File: src/rtl/jt6295_adpcm_if.sv
// jt6295_adpcm_if: slot-timing, nibble/attenuation inputs and sample output of the ADPCM decoder.
interface jt6295_adpcm_if;
   logic               cen;
   logic               cen4;
   logic [3:0]         en;
   logic [3:0]         start;
   logic [3:0]         data;
   logic [3:0]         att;
   logic [1:0]         ch;
   logic signed [11:0] sound;
   modport master(output cen, cen4, en, start, data, att, input ch, sound);
   modport slave(input cen, cen4, en, start, data, att, output ch, sound);
endinterface

File: src/rtl/jt6295_adpcm.sv
// jt6295_adpcm: four-channel time-multiplexed OKI ADPCM decoder with per-slot attenuation.
module jt6295_adpcm (
   input logic            rst,
   input logic            clk,
   jt6295_adpcm_if.slave  bus
);
   localparam logic [10:0] STEP [0:48] = '{
      11'd16, 11'd17, 11'd19, 11'd21, 11'd23, 11'd25, 11'd28, 11'd31, 11'd34, 11'd37,
      11'd41, 11'd45, 11'd50, 11'd55, 11'd60, 11'd66, 11'd73, 11'd80, 11'd88, 11'd97,
      11'd107, 11'd118, 11'd130, 11'd143, 11'd157, 11'd173, 11'd190, 11'd209, 11'd230, 11'd253,
      11'd279, 11'd307, 11'd337, 11'd371, 11'd408, 11'd449, 11'd494, 11'd544, 11'd598, 11'd658,
      11'd724, 11'd796, 11'd876, 11'd963, 11'd1060, 11'd1166, 11'd1282, 11'd1411, 11'd1552};
   localparam logic [5:0] GAIN [0:8] = '{6'd32, 6'd22, 6'd16, 6'd11, 6'd8, 6'd6, 6'd4, 6'd3, 6'd2};
   logic [1:0]         r_ch;
   logic signed [11:0] r_sound;
   logic signed [11:0] r_sig [4];
   logic [5:0]         r_idx [4];
   logic [1:0]         w_k;
   logic [10:0]        w_step;
   logic [12:0]        w_diff;
   logic signed [13:0] w_sum;
   logic signed [11:0] w_sig;
   logic signed [6:0]  w_idx_sum;
   logic [5:0]         w_idx;
   logic [5:0]         w_gain;
   logic signed [16:0] w_mult;
   logic signed [11:0] w_att;
   // cen marks slot 0, so it overrides the free-running counter
   assign w_k    = bus.cen ? 2'd0 : r_ch;
   assign w_step = STEP[r_idx[w_k]];
   assign w_diff = 13'(w_step >> 3)
                 + (bus.data[0] ? 13'(w_step >> 2) : 13'd0)
                 + (bus.data[1] ? 13'(w_step >> 1) : 13'd0)
                 + (bus.data[2] ? 13'(w_step) : 13'd0);
   assign w_sum  = $signed({{2{r_sig[w_k][11]}}, r_sig[w_k]})
                 + (bus.data[3] ? -$signed({1'b0, w_diff}) : $signed({1'b0, w_diff}));
   assign w_sig  = w_sum > 14'sd2047 ? 12'sh7ff : w_sum < -14'sd2048 ? 12'sh800 : w_sum[11:0];
   assign w_idx_sum = $signed({1'b0, r_idx[w_k]})
                    + (bus.data[2] ? $signed({4'b0, bus.data[1:0], 1'b0}) + 7'sd2 : -7'sd1);
   assign w_idx  = w_idx_sum < 7'sd0 ? 6'd0 : w_idx_sum > 7'sd48 ? 6'd48 : w_idx_sum[5:0];
   assign w_gain = bus.att > 4'd8 ? 6'd0 : GAIN[bus.att];
   assign w_mult = 17'(w_sig) * 17'($signed({1'b0, w_gain}));
   assign w_att  = 12'(w_mult >>> 5);
   assign bus.ch    = r_ch;
   assign bus.sound = r_sound;
   always_ff @(posedge clk, posedge rst)
      if (rst) begin
         r_ch    <= 2'd0;
         r_sound <= 12'sd0;
         for (int i = 0; i < 4; i++) begin
            r_sig[i] <= 12'sd0;
            r_idx[i] <= 6'd0;
         end
      end else if (bus.cen4) begin
         r_ch <= w_k + 2'd1;
         if (bus.start[w_k]) begin
            r_sig[w_k] <= 12'sd0;
            r_idx[w_k] <= 6'd0;
            r_sound    <= 12'sd0;
         end else if (bus.en[w_k]) begin
            r_sig[w_k] <= w_sig;
            r_idx[w_k] <= w_idx;
            r_sound    <= w_att;
         end else
            r_sound <= 12'sd0;
      end
endmodule

File: src/flat_wrapper.sv
// flat-port wrapper written by rule: the top's interface ports become plain ports
module jt6295_adpcm_flat 
  (rst, clk, bus_cen, bus_cen4, bus_en, bus_start, bus_data, bus_att, bus_ch, bus_sound);
  jt6295_adpcm_if bus_i ();
  input logic rst;
  input logic clk;
  input wire logic [$bits(bus_i.cen)-1:0] bus_cen;
  input wire logic [$bits(bus_i.cen4)-1:0] bus_cen4;
  input wire logic [$bits(bus_i.en)-1:0] bus_en;
  input wire logic [$bits(bus_i.start)-1:0] bus_start;
  input wire logic [$bits(bus_i.data)-1:0] bus_data;
  input wire logic [$bits(bus_i.att)-1:0] bus_att;
  output wire logic [$bits(bus_i.ch)-1:0] bus_ch;
  output wire logic [$bits(bus_i.sound)-1:0] bus_sound;
  assign bus_i.cen = bus_cen;
  assign bus_i.cen4 = bus_cen4;
  assign bus_i.en = bus_en;
  assign bus_i.start = bus_start;
  assign bus_i.data = bus_data;
  assign bus_i.att = bus_att;
  assign bus_ch = bus_i.ch;
  assign bus_sound = bus_i.sound;
  jt6295_adpcm u_core (.rst(rst), .clk(clk), .bus(bus_i));
endmodule
File: config.mk
export PLATFORM = sky130hd
export DESIGN_NAME = jt6295_adpcm_flat
export DESIGN_NICKNAME = d
export VERILOG_FILES = /design/src/rtl/jt6295_adpcm_if.sv /design/src/rtl/jt6295_adpcm.sv /design/src/flat_wrapper.sv
export SDC_FILE = /design/constraint.sdc
export NUM_CORES = 1
export LEC_CHECK = 0
export ABC_AREA = 1
export CAP_MARGIN = 20
export CORE_MARGIN = 2
export CORE_UTILIZATION = 23
export DETAILED_ROUTE_END_ITERATION = 12
export DONT_BUFFER_PORTS = 1
export SYNTH_ARGS = -nofsm -noshare
export SYNTH_HDL_FRONTEND = slang
export SYNTH_SLANG_ARGS = --single-unit
File: constraint.sdc
create_clock -name clk -period 16.1 [get_ports clk]
set_clock_uncertainty 0.15 [all_clocks]
set_input_delay 4.83 -clock clk [delete_from_list [all_inputs] [get_ports clk]]
set_output_delay 4.83 -clock clk [all_outputs]
set_load 0.01 [all_outputs]
==> impl_metrics.prom <==
# TYPE chip_impl_metric gauge
chip_impl_metric{name="weighted_congestion_at_the_end_of_routability_driven_global_placement",unit=""} 0.851
chip_impl_metric{name="yosysSeqAreaShare",unit="%"} 22.1
chip_impl_metric{name="ant_nets",unit=""} 0
chip_impl_info{name="end_kind",value="register"} 1
chip_impl_metric{name="drt-vias-per-instance",unit=""} 4.66
chip_impl_info{name="mostFrequentLayoutCell",value="sky130_fd_sc_hd__nand2_1"} 1
chip_impl_metric{name="detailedRoute.firstIterationViolations",unit=""} 755
chip_impl_metric{name="die_x",unit="um"} 210
chip_impl_metric{name="area_added_between_synthesis_and_finish",unit="%"} 10.0
chip_impl_info{name="unrepaired_setup_endpoints_after_global_routing",value="false"} 1
chip_impl_info{name="tritoncts",value="done"} 1
chip_impl_info{name="status",value="completed"} 1
chip_impl_metric{name="wl_per_cell",unit="um"} 13.6
chip_impl_metric{name="worstHoldPathCells",unit=""} 2
chip_impl_metric{name="cts_htree_levels",unit=""} 3
chip_impl_metric{name="floorplan.io_pins",unit=""} 34
chip_impl_metric{name="fin_util",unit="%"} 25.5
chip_impl_metric{name="relSlewSlack",unit="%"} 25.1
chip_impl_metric{name="clock-sinks",unit=""} 86
chip_impl_metric{name="syn-mean-instance-area",unit="um2"} 7.11
chip_impl_metric{name="tmin_final",unit="ps"} 15210
chip_impl_info{name="worstHoldStart",value="u_core.r_sig[9]"} 1
chip_impl_metric{name="max_freq",unit="MHz"} 65.8
chip_impl_metric{name="placeableCoreArea",unit="mm2"} 0.0419
chip_impl_metric{name="critical_path_peak_fanout",unit=""} 15
chip_impl_metric{name="final.setup.tns",unit="ps"} 0
chip_impl_metric{name="timing.reg2reg.worst_path_depth",unit=""} 55
chip_impl_metric{name="insertion_delay",unit="ps"} 360
chip_impl_metric{name="cts_setup_buffers",unit=""} 0
chip_impl_info{name="worst_path_max_delay_cell",value="sky130_fd_sc_hd__fa_1"} 1
chip_impl_info{name="worstHoldPathType",value="reg2reg"} 1
chip_impl_metric{name="totalWireLength",unit="mm"} 25.7
chip_impl_metric{name="dp_hpwl",unit="mm"} 20.0
chip_impl_metric{name="cts_buf_count",unit=""} 9
chip_impl_metric{name="final_max_slew_viol_count",unit=""} 0
chip_impl_metric{name="synthesis.yosys.warnings",unit=""} 0
chip_impl_metric{name="fin_crit_sh",unit="%"} 94.5
chip_impl_metric{name="final_number_of_hold_violating_endpoints",unit=""} 0
chip_impl_metric{name="global_route.usage.total",unit="%"} 12.2
chip_impl_metric{name="ctsLongestPathBuffers",unit=""} 2
chip_impl_metric{name="crit_arrival",unit="ps"} 15300
chip_impl_info{name="crit_path_start_kind",value="input pin"} 1
chip_impl_metric{name="design.die.area",unit="mm2"} 0.0439
chip_impl_metric{name="yosysUniqueCellTypes",unit=""} 53
chip_impl_metric{name="synthesis.area",unit="mm2"} 0.00972
chip_impl_metric{name="timing.max_cap.violations",unit=""} 0
chip_impl_metric{name="antenna_cells_inserted",unit=""} 0
chip_impl_info{name="ys_top_cells_by_area",value="sky130_fd_sc_hd__dfrtp_1, sky130_fd_sc_hd__fa_1, sky130_fd_sc_hd__ha_1, sky130_fd_sc_hd__nand2_1, sky130_fd_sc_hd__inv_1"} 1
chip_impl_metric{name="final-instance-count-excl-fill",unit=""} 1897
chip_impl_metric{name="setup_viol",unit=""} 0
chip_impl_info{name="layout.cells.most_common_list",value="sky130_fd_sc_hd__nand2_1, sky130_fd_sc_hd__inv_1, sky130_fd_sc_hd__nor2_1, sky130_fd_sc_hd__o21ai_0, sky130_fd_sc_hd__dfrtp_1"} 1
chip_impl_metric{name="async_reset_ff_share",unit="%"} 100
chip_impl_metric{name="antenna_violations_before_repair",unit=""} 0
chip_impl_metric{name="timing.critical_path.required",unit="ps"} 16190
chip_impl_metric{name="placed_cells_incl_taps",unit=""} 1880
chip_impl_metric{name="synth_seq_cells",unit=""} 86
chip_impl_metric{name="reg2reg_slack",unit="ps"} 4410
chip_impl_metric{name="chipHeight",unit="um"} 210
chip_impl_info{name="reg2reg_from",value="u_core.bus.ch[0]"} 1
chip_impl_info{name="hold_end",value="u_core.r_sig[9]"} 1
chip_impl_metric{name="std_cell_rows",unit=""} 75
chip_impl_info{name="worst_reg2reg_endpoint",value="u_core.bus.sound[11]"} 1
chip_impl_metric{name="vias_in_the_first_global_route",unit=""} 9008
chip_impl_info{name="cp_common_cell",value="sky130_fd_sc_hd__nand2_1"} 1
chip_impl_info{name="ys.flop_type",value="sky130_fd_sc_hd__dfrtp_1"} 1
chip_impl_metric{name="critical_path.max_stage_delay",unit="ps"} 540
chip_impl_metric{name="io_buffers",unit=""} 0
chip_impl_metric{name="grt_max_degree",unit=""} 78
chip_impl_metric{name="firstDrtPassIters",unit=""} 5
chip_impl_metric{name="cell_count_after_synthesis",unit=""} 1367
chip_impl_metric{name="fin_nets",unit=""} 1519
chip_impl_metric{name="initial_core_util",unit="%"} 23.2
chip_impl_metric{name="timing.hold.ws",unit="ps"} 364
chip_impl_metric{name="max_slew.worst_pin.slew",unit="ps"} 1120
chip_impl_metric{name="detailroute.via_count",unit=""} 8838
chip_impl_metric{name="overflow",unit=""} 0
chip_impl_metric{name="drcViolationCount",unit=""} 0
chip_impl_metric{name="synthesized_net_count",unit=""} 1533
chip_impl_metric{name="synth_edf_count",unit=""} 0
chip_impl_metric{name="drive_above_1_share",unit="%"} 6.33
chip_impl_metric{name="synth_top_cell_area_share",unit="%"} 22.1
chip_impl_metric{name="worst_setup_hold_path_clk_slew",unit="ps"} 70
chip_impl_info{name="criticalPathCategory",value="in2reg"} 1
chip_impl_info{name="synth_area_leader_cell",value="sky130_fd_sc_hd__dfrtp_1"} 1
chip_impl_info{name="clk_root_buf",value="sky130_fd_sc_hd__clkbuf_16"} 1
chip_impl_metric{name="wire_length_of_the_first_global_routing_pass",unit="mm"} 44.5
-- per-stage QoR --
step	instance area [um2]	worst slack (ps)
floorplan	9720	1070
global placement	10300	234
detailed placement	10300	244
CTS	10600	582
global route	10700	58.6
finish	10700	891
-- registers in the layout, summed over array words and instances (netlist names) --
signal / flops
u_core.bus.ch: 2
u_core.bus.sound: 12
u_core.r_idx: 24
u_core.r_sig: 48
-- layout make-up --
type / count / area [um2]
Clock buffer: 9 / 225
Clock inverter: 7 / 76.3
Fill cell: 4636 / 31200
Inverter: 233 / 881
Multi-Input combinational cell: 1007 / 6540
Sequential cell: 86 / 2150
Tap cell: 539 / 674
Timing Repair Buffer: 16 / 140
-- worst max-delay path, delay by kind of cell --
kind            cells  cell delay, ps
fa+ha+maj          10            4540
simple gates       27            3230
buf+inv            10            1180
compound gates      5            1120
xor+xnor            2             370
-- repair_timing --
item                       4_1_cts  5_1_grt
hold buffers                     0        0
gates resized for setup          0        7
setup endpoints to repair        0       10
-- logic make-up (layout without fill, tap and decap cells) --
logic type / count (synthesis) / count (layout) / share of synthesized area (%)
AOI/OAI and AO/OA: 292 / 292 / 17.1
DFF: 86 / 86 / 22.1
and+or+nand+nor: 540 / 540 / 23.6
adders and majority gates: 146 / 146 / 23.7
buffers and inverters: 274 / 265 / 10.9
xor gates and xnor gates: 29 / 29 / 2.61
-- how the worst max path moves through the flow --
stage | startpoint | to | slack, ps | cells after the start
finish | bus_cen | u_core.bus.sound[11] | 890 | 54
global route | bus_cen | u_core.bus.sound[9] | 60 | 56
CTS | bus_cen | u_core.bus.sound[11] | 580 | 54
detailed placement | bus_cen | u_core.bus.sound[11] | 240 | 58
global placement | bus_cen | u_core.bus.sound[11] | 230 | 52
floorplan | bus_cen | u_core.bus.sound[11] | 1070 | 61
-- per-layer routing --
metal / GRT usage (%) / up-vias / part of all wire (%)
met5: 0 / - / 0
met4: 3.01 / 0 / 1.3
met3: 1.53 / 23 / 5.4
met2: 20.9 / 214 / 47
met1: 16.4 / 4231 / 47
li1: - / 4370 / -
-- Yosys cell counts (3+ instances only) --
cell type and count:
sky130_fd_sc_hd__inv_1 221, sky130_fd_sc_hd__xnor2_1 12, sky130_fd_sc_hd__nand3_1 58, sky130_fd_sc_hd__ha_1 82
sky130_fd_sc_hd__a22oi_1 3, sky130_fd_sc_hd__a21oi_1 65, sky130_fd_sc_hd__nor2_1 161, sky130_fd_sc_hd__clkinv_1 7
sky130_fd_sc_hd__inv_2 4, sky130_fd_sc_hd__buf_1 3, sky130_fd_sc_hd__or2_2 9, sky130_fd_sc_hd__nand4_1 6
sky130_fd_sc_hd__o21ai_0 128, sky130_fd_sc_hd__a31oi_1 5, sky130_fd_sc_hd__o21bai_1 3, sky130_fd_sc_hd__nand2_4 3
sky130_fd_sc_hd__and2_1 3, sky130_fd_sc_hd__nand2_1 256, sky130_fd_sc_hd__nor2_2 4, sky130_fd_sc_hd__o31ai_1 5
sky130_fd_sc_hd__o22ai_1 46, sky130_fd_sc_hd__nand2_2 15, sky130_fd_sc_hd__buf_2 5, sky130_fd_sc_hd__xor2_1 17
sky130_fd_sc_hd__o21ai_1 10, sky130_fd_sc_hd__o211ai_1 12, sky130_fd_sc_hd__nor3_1 15, sky130_fd_sc_hd__dfrtp_1 86
sky130_fd_sc_hd__clkbuf_1 30, sky130_fd_sc_hd__fa_1 64
Power is not shown: default switching activity piles up to over one toggle a cycle in this logic, so the estimate is an artifact.
